### src/rtl/serial_pattern_pkg.sv
// Shared constants, fill-state encoding and helpers for serial_pattern_detector.
package serial_pattern_pkg;

  localparam int         DEF_PAT_LEN = 4;
  localparam logic [3:0] DEF_PATTERN = 4'b1011;
  localparam int         DEF_CNT_W   = 8;

  // The fill counter runs FILLING while fewer than PAT_LEN bits have arrived, then stays ARMED.
  typedef enum logic {
    FILLING = 1'b0,
    ARMED   = 1'b1
  } fill_state_e;

  // Width needed to count 0..n inclusive.
  function automatic int fill_cnt_width(input int n);
    if (n < 1) begin
      return 1;
    end else begin
      return $clog2(n + 1);
    end
  endfunction

endpackage

### src/rtl/enabled_shift_reg.sv
// N-bit shift register built as a chain of enabled D stages; newest bit enters at q[0].
module enabled_shift_reg #(
  parameter int N = 4
) (
  input  logic         clk,
  input  logic         rst_n,
  input  logic         clr,
  input  logic         en,
  input  logic         d,
  output logic [N-1:0] q
);

  logic [N-1:0] stage_in_s;

  assign stage_in_s = {q[N-2:0], d};

  for (genvar i = 0; i < N; i++) begin : g_stage
    logic stage_q;

    // One enabled D stage: clear wins over enable, otherwise hold.
    always_ff @(posedge clk or negedge rst_n) begin
      if (!rst_n) begin
        stage_q <= 1'b0;
      end else if (clr) begin
        stage_q <= 1'b0;
      end else if (en) begin
        stage_q <= stage_in_s[i];
      end else begin
        stage_q <= stage_q;
      end
    end

    assign q[i] = stage_q;
  end

endmodule

### src/rtl/serial_pattern_detector.sv
// Serial pattern detector: shifts enabled bits into a history register, pulses detect on a
// pattern match once PAT_LEN bits have arrived, and keeps a saturating match count.
// Build option: define SERIAL_PATTERN_DETECTOR_NONOVERLAP_EN to flush history and fill on every
// match so consecutive matches never share bits.
module serial_pattern_detector
  import serial_pattern_pkg::*;
#(
  parameter int                 PAT_LEN = DEF_PAT_LEN,
  parameter logic [PAT_LEN-1:0] PATTERN = PAT_LEN'(DEF_PATTERN),
  parameter int                 CNT_W   = DEF_CNT_W
) (
  input  logic               clk,
  input  logic               rst_n,
  input  logic               clr,
  input  logic               en,
  input  logic               d,
  output logic               detect,
  output logic [CNT_W-1:0]   count,
  output logic [PAT_LEN-1:0] hist
);

  localparam int                FILL_W    = fill_cnt_width(PAT_LEN);
  localparam logic [FILL_W-1:0] FILL_FULL = FILL_W'(PAT_LEN);
  localparam logic [FILL_W-1:0] FILL_ARM  = FILL_W'(PAT_LEN - 1);
  localparam logic [CNT_W-1:0]  CNT_MAX   = {CNT_W{1'b1}};

  logic [PAT_LEN-1:0] hist_q;
  logic [PAT_LEN-1:0] hist_next_s;
  logic [FILL_W-1:0]  fill_q;
  logic [FILL_W-1:0]  fill_d;
  logic [CNT_W-1:0]   count_q;
  logic [CNT_W-1:0]   count_d;
  logic               detect_q;
  logic               match_s;
  logic               flush_s;
  logic               shift_clr_s;
  fill_state_e        fill_state_s;

  assign hist_next_s = {hist_q[PAT_LEN-2:0], d};
  assign shift_clr_s = clr | flush_s;

  enabled_shift_reg #(
    .N(PAT_LEN)
  ) u_hist (
    .clk  (clk),
    .rst_n(rst_n),
    .clr  (shift_clr_s),
    .en   (en),
    .d    (d),
    .q    (hist_q)
  );

  // Match decode, fill advance and saturating count next-state.
  always_comb begin
    fill_state_s = FILLING;
    match_s      = 1'b0;
    fill_d       = fill_q;
    count_d      = count_q;
    flush_s      = 1'b0;

    if (fill_q == FILL_FULL) begin
      fill_state_s = ARMED;
    end else begin
      fill_state_s = FILLING;
    end

    // A match needs the shifted-in history to equal the pattern and at least PAT_LEN bits seen.
    if (en && !clr && (hist_next_s == PATTERN) && (fill_q >= FILL_ARM)) begin
      match_s = 1'b1;
    end else begin
      match_s = 1'b0;
    end

    case (fill_state_s)
      FILLING: fill_d = fill_q + FILL_W'(1);
      ARMED:   fill_d = fill_q;
      default: fill_d = '0;
    endcase

`ifdef SERIAL_PATTERN_DETECTOR_NONOVERLAP_EN
    // Restart from an empty history so the next match needs PAT_LEN fresh bits.
    if (match_s) begin
      fill_d  = '0;
      flush_s = 1'b1;
    end else begin
      flush_s = 1'b0;
    end
`else
    flush_s = 1'b0;
`endif

    if (match_s && (count_q != CNT_MAX)) begin
      count_d = count_q + CNT_W'(1);
    end else begin
      count_d = count_q;
    end
  end

  // Fill level, detect pulse and match count; clear has priority over enable.
  always_ff @(posedge clk or negedge rst_n) begin
    if (!rst_n) begin
      fill_q   <= '0;
      count_q  <= '0;
      detect_q <= 1'b0;
    end else if (clr) begin
      fill_q   <= '0;
      count_q  <= '0;
      detect_q <= 1'b0;
    end else if (en) begin
      fill_q   <= fill_d;
      count_q  <= count_d;
      detect_q <= match_s;
    end else begin
      fill_q   <= fill_q;
      count_q  <= count_q;
      detect_q <= 1'b0;
    end
  end

  assign detect = detect_q;
  assign count  = count_q;
  assign hist   = hist_q;

endmodule

### config.mk
export PLATFORM = sky130hd
export DESIGN_NAME = serial_pattern_detector
export DESIGN_NICKNAME = d
export VERILOG_FILES = /design/src/rtl/serial_pattern_pkg.sv /design/src/rtl/enabled_shift_reg.sv /design/src/rtl/serial_pattern_detector.sv
export SDC_FILE = /design/constraint.sdc
export NUM_CORES = 1
export LEC_CHECK = 0
export CORE_MARGIN = 10
export CORE_UTILIZATION = 45
export CTS_CLUSTER_SIZE = 25
export DETAILED_ROUTE_END_ITERATION = 16
export PLACE_DENSITY = 0.71
export SETUP_SLACK_MARGIN = 0.3
export SYNTH_ARGS = -nofsm -noshare
export SYNTH_HDL_FRONTEND = slang
export SYNTH_SLANG_ARGS = --single-unit
export TNS_END_PERCENT = 100
### constraint.sdc
create_clock -name clk -period 2.4 [get_ports clk]
set_input_delay 0.48 -clock clk [delete_from_list [all_inputs] [get_ports clk]]
set_output_delay 0.48 -clock clk [all_outputs]
set_load 0.03 [all_outputs]
**Word level (Yosys, flattened, before mapping)**

Index checks and enable logic that the tools add are counted.

- ROM bits: 0
- Flip-flop bits (word level): 16
- Bits in writable memories: 0
- Output and inout bits: 13
- Memories kept: 0
- Input bits: 5
- Word-level logic and storage cells: 41
- Bits in latches: 0

- Bitwise logic cells: 0
- Equal/unequal tests: 4
- Divide/modulo/power cells: 0
- Muxes and demuxes: 18
- Multiply operators: 0
- Shift-type cells: 0
- Magnitude comparators: 1
- Add/subtract/negate cells: 2
- Reduce and logical (&&, ||, !) cells: 9

Operators by type and width:

| operator | count |
|---|---|
| $mux W8 | 3 |
| $mux W1 | 12 |
| $mux W3 | 3 |
| $add A8 B1 Y8 const B | 1 |
| $ne A8 B8 Y1 const B | 1 |
| $eq A4 B4 Y1 const B | 1 |
| $logic_and A1 B1 Y1 | 4 |
| $reduce_and A2 Y1 | 2 |
| $reduce_bool A2 Y1 | 2 |
| $add A3 B1 Y3 const B | 1 |
| $eq A3 B3 Y1 const B | 1 |
| $ge A3 B2 Y1 const B | 1 |
| $ne A2 B2 Y1 const B | 1 |
| $logic_not A1 Y1 | 1 |

**Longest topological paths before layout**

Gate-level depths: netlist of run 1.

- Depth in word-level cells: 9
- Mapped depth: 8
- Depth with buffers taken out: 7

**Hierarchy**

Synthesis of run 1 repeated with hierarchy kept, for this count alone.

- Cell total of the unflattened synthesis: 91
- Area, all modules: 863.3 um2

Modules (own cells, without submodules):

| module | area each (um2) | instances | cells each | sequential area each (um2) |
|---|---|---|---|---|
| serial_pattern_detector | 673.1 | 1 | 74 | 300.3 |
| enabled_shift_reg | 190.2 | 1 | 17 | 100.1 |

**Least setup slack after synthesis of run 1**

OpenSTA, ideal clock, no wires.

- Path kind: reg-to-reg
- From: register fill_q[0]
- To: register count_q[3] (netlist: count[3])
- Library setup time: 78 ps
- Period minus slack after synthesis: 2048 ps
- Path buffers: 1
- Arrival: 1970 ps
- Slack: 352 ps
- Data required time: 2322 ps
- Cell stages (with the launch flop): 8
- Path through: dfrtp_1 -> ha_1 -> ha_1 -> a211oi_1 -> or4b_4 -> buf_6 -> or4_1 -> a21oi_1

- Word-level cells in the longest chain between the ends: 6

RTL lines:

| what | RTL line | source |
|---|---|---|
| start, declared | serial_pattern_detector.sv:29 | `logic [FILL_W-1:0] fill_q;` |
| start signal, assigned | serial_pattern_detector.sv:110 | `fill_q <= fill_d;` |
| start signal, assigned | serial_pattern_detector.sv:114 | `fill_q <= fill_q;` |
| $ge A3 B2 Y1 | serial_pattern_detector.sv:68 | `if (en && !clr && (hist_next_s == PATTERN) && (fill_q >= FILL_ARM)) begin` |
| $logic_and A1 B1 Y1 | serial_pattern_detector.sv:68 |  |
| $mux W1 | serial_pattern_detector.sv:68 |  |
| $logic_and A1 B1 Y1 | serial_pattern_detector.sv:92 | `if (match_s && (count_q != CNT_MAX)) begin` |
| $reduce_bool A2 Y1 (no source line) | n/a |  |
| $reduce_and A2 Y1 (no source line) | n/a |  |
| end signal, assigned | serial_pattern_detector.sv:111 | `count_q <= count_d;` |
| end signal, assigned | serial_pattern_detector.sv:115 | `count_q <= count_q;` |
| end, declared | serial_pattern_detector.sv:31 | `logic [CNT_W-1:0] count_q;` |

Every way passes these cells.
A chain may end at the register's enable or synchronous reset.

**Worst setup path after layout of run 1**

- From: input clr
- To: register count_q[3] (netlist: count[3])

- Word-level cells in the longest chain between the ends: 8
- Elaborated cells between the ends (all ways): 10
- Classes of those cells: 2 x mux; 8 x reduce/logical

RTL lines:

| what | RTL line | source |
|---|---|---|
| start, declared | serial_pattern_detector.sv:14 | `input logic clr,` |
| $logic_not A1 Y1 | serial_pattern_detector.sv:68 |  |
| $logic_and A1 B1 Y1 (3 in series) | serial_pattern_detector.sv:68 |  |
| $mux W1 | serial_pattern_detector.sv:68 |  |
| $logic_and A1 B1 Y1 | serial_pattern_detector.sv:92 |  |
| $reduce_bool A2 Y1 (no source line) | n/a |  |
| $reduce_and A2 Y1 (no source line) | n/a |  |

Parallel ways exist; a longest one is shown, timed or not.

==> results.ini, run 1 <==
[synth]
ys_seq_area_frac = 0.457
synth.distinct_cells = 29
syn_area_per_cell_um2 = 9.62
synth_flop_cell = dfrtp_1
synth_top_area_frac = 0.457
yosys_warnings = 0
yosys-top-cells-count = dfrtp_1, nor2_1, a21oi_1
synth_area_leaders = dfrtp_1, ha_1, a21oi_1
netlist_instances = 91
synth_edf_count = 0
synth.largest_area_cell = dfrtp_1
yosysMostFrequentCell = dfrtp_1
synth_seq_cells = 16
async_reset_ff_frac = 1.00
synth_area_um2 = 876
synth_nets = 100

[floorplan]
dieArea_mm2 = 0.00411
row_count = 15
die_w_um = 64.1
start_util = 0.491
io_pins = 18
dieHeight_um = 64.1
core_region_area_mm2 = 0.00178

[setup_path]
worstReg2RegEnd = count[3]
rrSetupSlack_ns = 0.38
worstPathMaxFanout = 4
startpoint_type = primary input
r2r_cells = 6
cp-end-kind = flip-flop
worstReg2RegStart = fill_q[0]
crit_type = primary input to flip-flop
worstPathArrival_ns = 2.28
worstPathRequired_ns = 2.63

[place]
place_hpwl_um = 1410
numPortBuffers = 17
dp_cells = 129
gp_congestion = 0.742
dp_slack_ns = 0.0550

[detailed_routing]
drt-vias-per-instance = 5.25
num_vias = 709
wl_per_cell_um = 14.6
drc_errors = 0
drt-initial-drc-count = 12
wirelength_um = 1970
drt_pass1_iterations = 4
antenna_left = 0

[clock_network]
clk_pin_slew_ns = 0.09
cts_hold_buf = 0
cts-root-buf = clkbuf_4
numCtsBuffers = 3
clock_path_buffers = 2
htreeDepth = 1
cts_tree = built
clock_sinks = 16
clock_latency_ns = 0.29

[sta]
timing.final.crit_share = 0.856
timing.fmax_mhz = 487
hold_violations = 0
finalCriticalPeriod_ns = 2.05
skew_ns = 0.00967
worst_slack_ns = 0.346
slew_violations = 0
grt_setup_unrepaired = true
setup_viol = 0
tns_ns = 0
relSlewSlack = 0.509
tightest_slew_ns = 0.734

[grt]
grt_pass1_wl_um = 3220
grt_start_max_net_pins = 17
grt_pass1_vias = 670
grt_overflow_total = 0
antenna_found_initial = 0
grt_usage = 0.0981

[layout]
syn_to_final_growth_pct = 26.0
post-route-util = 0.619
nets = 121
drive_above_1_share = 0.136
fillerInstances = 156
instances_no_fill = 135
diodes = 0

[pwr]
total_power_mw = 0.482
power_density_mw_per_mm2 = 436
ir_drop_mv = 0.372
p_leak_nw = 0.451

[worst_hold_path]
hp-class = flip-flop to flip-flop
hold_end = u_hist.g_stage[3].stage_q
hold_path_depth = 2
min-delay-start = u_hist.g_stage[3].stage_q

[flow_run]
max_cap_viol_count = 0

[outcome]
status = completed

==> flip-flops by register name, summed over array words and instances, names as in the netlist <==
register / count
count: 8
fill_q: 3
detect: 1
u_hist.g_stage.stage_q: 4
==> report_power, final <==
group          internal [mW]  switching [mW]  total, mW
clock                 0.0583          0.0819      0.140
sequential             0.275         0.00561      0.281
combinational         0.0299          0.0304     0.0603
==> metal layers <==
metal	part of all wire	wire length, um	global-route usage	vias to the layer above
met2	0.47	923	0.143	19
li1	-	-	-	358
met5	0	0	0	-
met1	0.44	858	0.120	330
met4	0.0051	10	0.0241	0
met3	0.088	172	0.0592	2
==> cell usage in the layout, fill, tap and decap left out, types with 2 or more instances in the layout <==
master,Yosys,layout
nor3_1,2,2
clkbuf_4,0,3
or4_1,2,2
o21ai_0,3,3
o31ai_1,3,3
dfrtp_1,16,16
nand4_1,2,2
mux2i_1,4,4
buf_4,5,7
clkdlybuf4s50_1,0,17
inv_1,7,6
nor2_1,10,10
a21oi_1,9,8
nand2_1,2,2
nand3_1,5,5
or3_1,2,2
ha_1,4,4
==> timing repair <==
action | 4_1_cts | 5_1_grt
buffers inserted | 0 | 3
endpoints found under the setup margin | 0 | 7
endpoints found under the hold margin | 0 | 0
resized for setup | 0 | 2
==> final cells by class <==
type                       instances  area (um^2)  area share
clock buffer                       3         22.5      0.0204
inverter                           7         30.0      0.0272
multi-input combinational         60          397       0.359
sequential                        16          400       0.363
tap                               25         31.3      0.0283
timing repair buffer              24          223       0.202
==> metrics by stage <==
stage / hold slack, ns / instance area (um^2)
3_3_place_gp: 0.504 / 1050
2_1_floorplan: 0.184 / 876
4_1_cts: 0.597 / 1070
5_1_grt: 0.611 / 1100
6_report: 0.575 / 1100
3_5_place_dp: 0.568 / 1050
==> worst max path at each step <==
stage | start | to | slack, ns | cells after the start
after CTS | fill_q[0] | count[4] | 0.33 | 6
after global routing | fill_q[0] | count[3] | 0.29 | 6
final | clr | count[3] | 0.35 | 5
after global placement | clr | count[3] | 0.08 | 5
after floorplan | fill_q[0] | count[3] | 0.35 | 7
after detailed placement | clr | count[4] | 0.05 | 5
==> critical path: stages <==
cell             delay (ns)
clkdlybuf4s50_1        0.43
nand4b_1               0.18
or4b_4                 0.51
or4_1                  0.54
a21oi_2                0.14
==> cells by family (layout without fill, tap and decap cells) <==
group / count (synthesis) / in the layout / synth area share
and+or+nand+nor: 32 / 32 / 0.204
AOI/OAI and AO/OA: 19 / 19 / 0.131
DFF: 16 / 16 / 0.457
buffers and inverters: 15 / 34 / 0.0943
adders and majority gates: 4 / 4 / 0.0571
muxes: 4 / 4 / 0.0457
xor gates and xnor gates: 1 / 1 / 0.0100
Note: power is estimated with default switching activity, not from simulation.
==> inputs of run 2 (changes only) <==
--- a/config.mk
+++ b/config.mk
@@ -6,10 +6,10 @@
 export NUM_CORES = 1
 export LEC_CHECK = 0
 export CORE_MARGIN = 10
-export CORE_UTILIZATION = 45
+export CORE_UTILIZATION = 41
 export CTS_CLUSTER_SIZE = 25
 export DETAILED_ROUTE_END_ITERATION = 16
-export PLACE_DENSITY = 0.71
+export PLACE_DENSITY = 0.65
 export SETUP_SLACK_MARGIN = 0.3
 export SYNTH_ARGS = -nofsm -noshare
 export SYNTH_HDL_FRONTEND = slang
==> results.ini, run 2 (synthesis results as in run 1) <==
[outcome]
status = completed

[grt]
grt.busiest_layer = met2
use_met3 = 0.0508  ; -0.00839
grt_overflow_total = 0  ; unchanged
grt_usage = 0.0942  ; -0.00388
antenna_found_initial = 0  ; unchanged
grt_use_met1 = 0.111  ; -0.00939
grt_pass1_wl_um = 3260  ; +1.5%
grt_start_max_net_pins = 17  ; unchanged
grt_pass1_vias = 667  ; -0.45%
grtUsageMet2 = 0.135  ; -0.00787

[sta]
timing.fmax_mhz = 487  ; about the same
grt_setup_unrepaired = false
relSlewSlack = 0.513  ; +0.00333
setup_viol = 0  ; unchanged
skew_ns = 0.00393  ; -0.00574 ns
finalCriticalPeriod_ns = 2.05  ; -0.00119 ns
slew_violations = 0  ; unchanged
tns_ns = 0  ; unchanged
hold_violations = 0  ; unchanged
tightest_slew_ns = 0.729  ; -0.00497 ns
hold_ws_ns = 0.500  ; -0.0756 ns
timing.final.crit_share = 0.856  ; about the same

[detailed_routing]
drt-vias-per-instance = 5.35  ; +1.8%
drc_errors = 0  ; unchanged
wirelength_um = 1910  ; -2.6%
wl_per_cell_um = 14.2  ; -2.6%
antenna_left = 0  ; unchanged
num_vias = 722  ; +1.8%
drt-initial-drc-count = 35  ; +23
drt_pass1_iterations = 4  ; unchanged

[layout]
syn_to_final_growth_pct = 32.0
ff_latch_area_um2 = 402  ; +0.31%
post-route-util = 0.578  ; -0.0414
diodes = 0  ; unchanged
fillerInstances = 191  ; +22%
multi_input_area_um2 = 445  ; +12%
drive_above_1_share = 0.194  ; +0.0581
instances_no_fill = 135  ; unchanged
largest_reg_flops = 8  ; unchanged
nets = 118  ; -2.5%
final_cell_mix = dfrtp_1, clkdlybuf4s50_1, nor2_1, a21oi_1, inv_1

[setup_path]
worstPathMaxFanout = 7  ; +3
critPathBufInv = 2  ; +1
cp-end-kind = flip-flop
crit_slowest_cell = or4b_4
startpoint_type = primary input
crit_type = primary input to flip-flop
worstPathRequired_ns = 2.63  ; about the same
cpPeakStageDelay_ns = 0.56  ; +0.02 ns
worstPathArrival_ns = 2.29  ; about the same
path_delay_family = simple AND/OR/NAND/NOR gates
crit_chain = clkdlybuf4s50_1 > nand4b_1 > or4b_4 > buf_6 > or3_4 > a21oi_2

[clock_network]
numCtsBuffers = 3  ; unchanged
cts_hold_buf = 0  ; unchanged
clock_path_buffers = 2  ; unchanged
clk_pin_slew_ns = 0.10  ; about the same
clock_latency_ns = 0.29  ; about the same
htreeDepth = 1  ; unchanged
clock_sinks = 16  ; unchanged
cts_tree = built
cts-root-buf = clkbuf_4

[pwr]
p_leak_nw = 0.468  ; +3.7%
ir_drop_mv = 0.297  ; -20%
power_density_mw_per_mm2 = 450  ; +3.2%

[place]
gp_congestion = 0.816  ; +10%
numPortBuffers = 17  ; unchanged
place_hpwl_um = 1350  ; -4.3%
dp_cells = 130  ; +0.78%

[floorplan]
core_region_area_mm2 = 0.00200  ; +12%
row_count = 16  ; +1
die_w_um = 66.2  ; +3.3%
io_pins = 18  ; unchanged
dieHeight_um = 66.2  ; +3.3%
dieArea_mm2 = 0.00439  ; +6.7%
start_util = 0.438  ; -0.0537

[worst_hold_path]
hp-class = primary input to flip-flop

[flow_run]
max_cap_viol_count = 0  ; unchanged

==> run 2: changes by cell type in the layout (fill, tap and decap cells not counted), sizes merged <==
| cell | change |
|---|---|
| clkbuf | +1 |
| clkdlybuf4s50 | -2 |
| dlymetal6s2s | +2 |
| buf | -3 |
==> run 2: timing repair <==
item | in CTS | in global routing
hold endpoints to repair | 0 | 0
setup buffers | 0 | 1
gates resized for setup | 0 | 15
endpoints found under the setup margin | 0 | 8
==> run 2: layer usage <==
layer	vias to the layer above	wire [um]
met5	-	0
met4	0	41
met3	5	231
met1	341	853
met2	22	786
li1	354	-
==> run 2: worst register-to-register path, cell delays in order, from the launching register on <==
cell      delay [ns]
dfrtp_1         0.42
ha_4            0.17
ha_4            0.12
a211oi_1        0.04
or4b_4          0.53
buf_6           0.16
or3_4           0.36
a21oi_2         0.13
==> run 2: layout make-up <==
cell class                      instances  area share
Multi-Input combinational cell         60       0.385
Tap cell                               27      0.0292
Timing Repair Buffer                   21       0.181
Inverter                                7      0.0260
Sequential cell                        16       0.347
Clock buffer                            4      0.0314
==> run 2: report_power, final <==
part           total, mW  switching (mW)  internal [mW]
Sequential         0.284         0.00801          0.276
Clock              0.182          0.0899         0.0925
Combinational     0.0544          0.0291         0.0253
==> run 2: through the flow <==
stage                     power [mW]  setup WS (ns)  area (um^2)
final                          0.521          0.347         1160
after global routing           0.549          0.291         1160
after CTS                      0.524          0.334         1080
after detailed placement       0.338         0.0388         1050
after global placement         0.338         0.0794         1050
after floorplan                0.316          0.352          876
==> run 2: path summary, 6_finish.rpt <==
check                                                from  depth (start not counted)                   endpoint  slack (ns)
worst min-delay path                                    d                          3  u_hist.g_stage[0].stage_q        0.50
worst max-delay path                                   en                          6                   count[0]        0.35
max in group asynchronous                           rst_n                          1                  fill_q[0]        1.28
worst max register to register                  fill_q[1]                          7                   count[0]        0.41
worst min register to register  u_hist.g_stage[3].stage_q                          2  u_hist.g_stage[3].stage_q        0.53
min in group asynchronous                           rst_n                          1                   count[4]        0.61
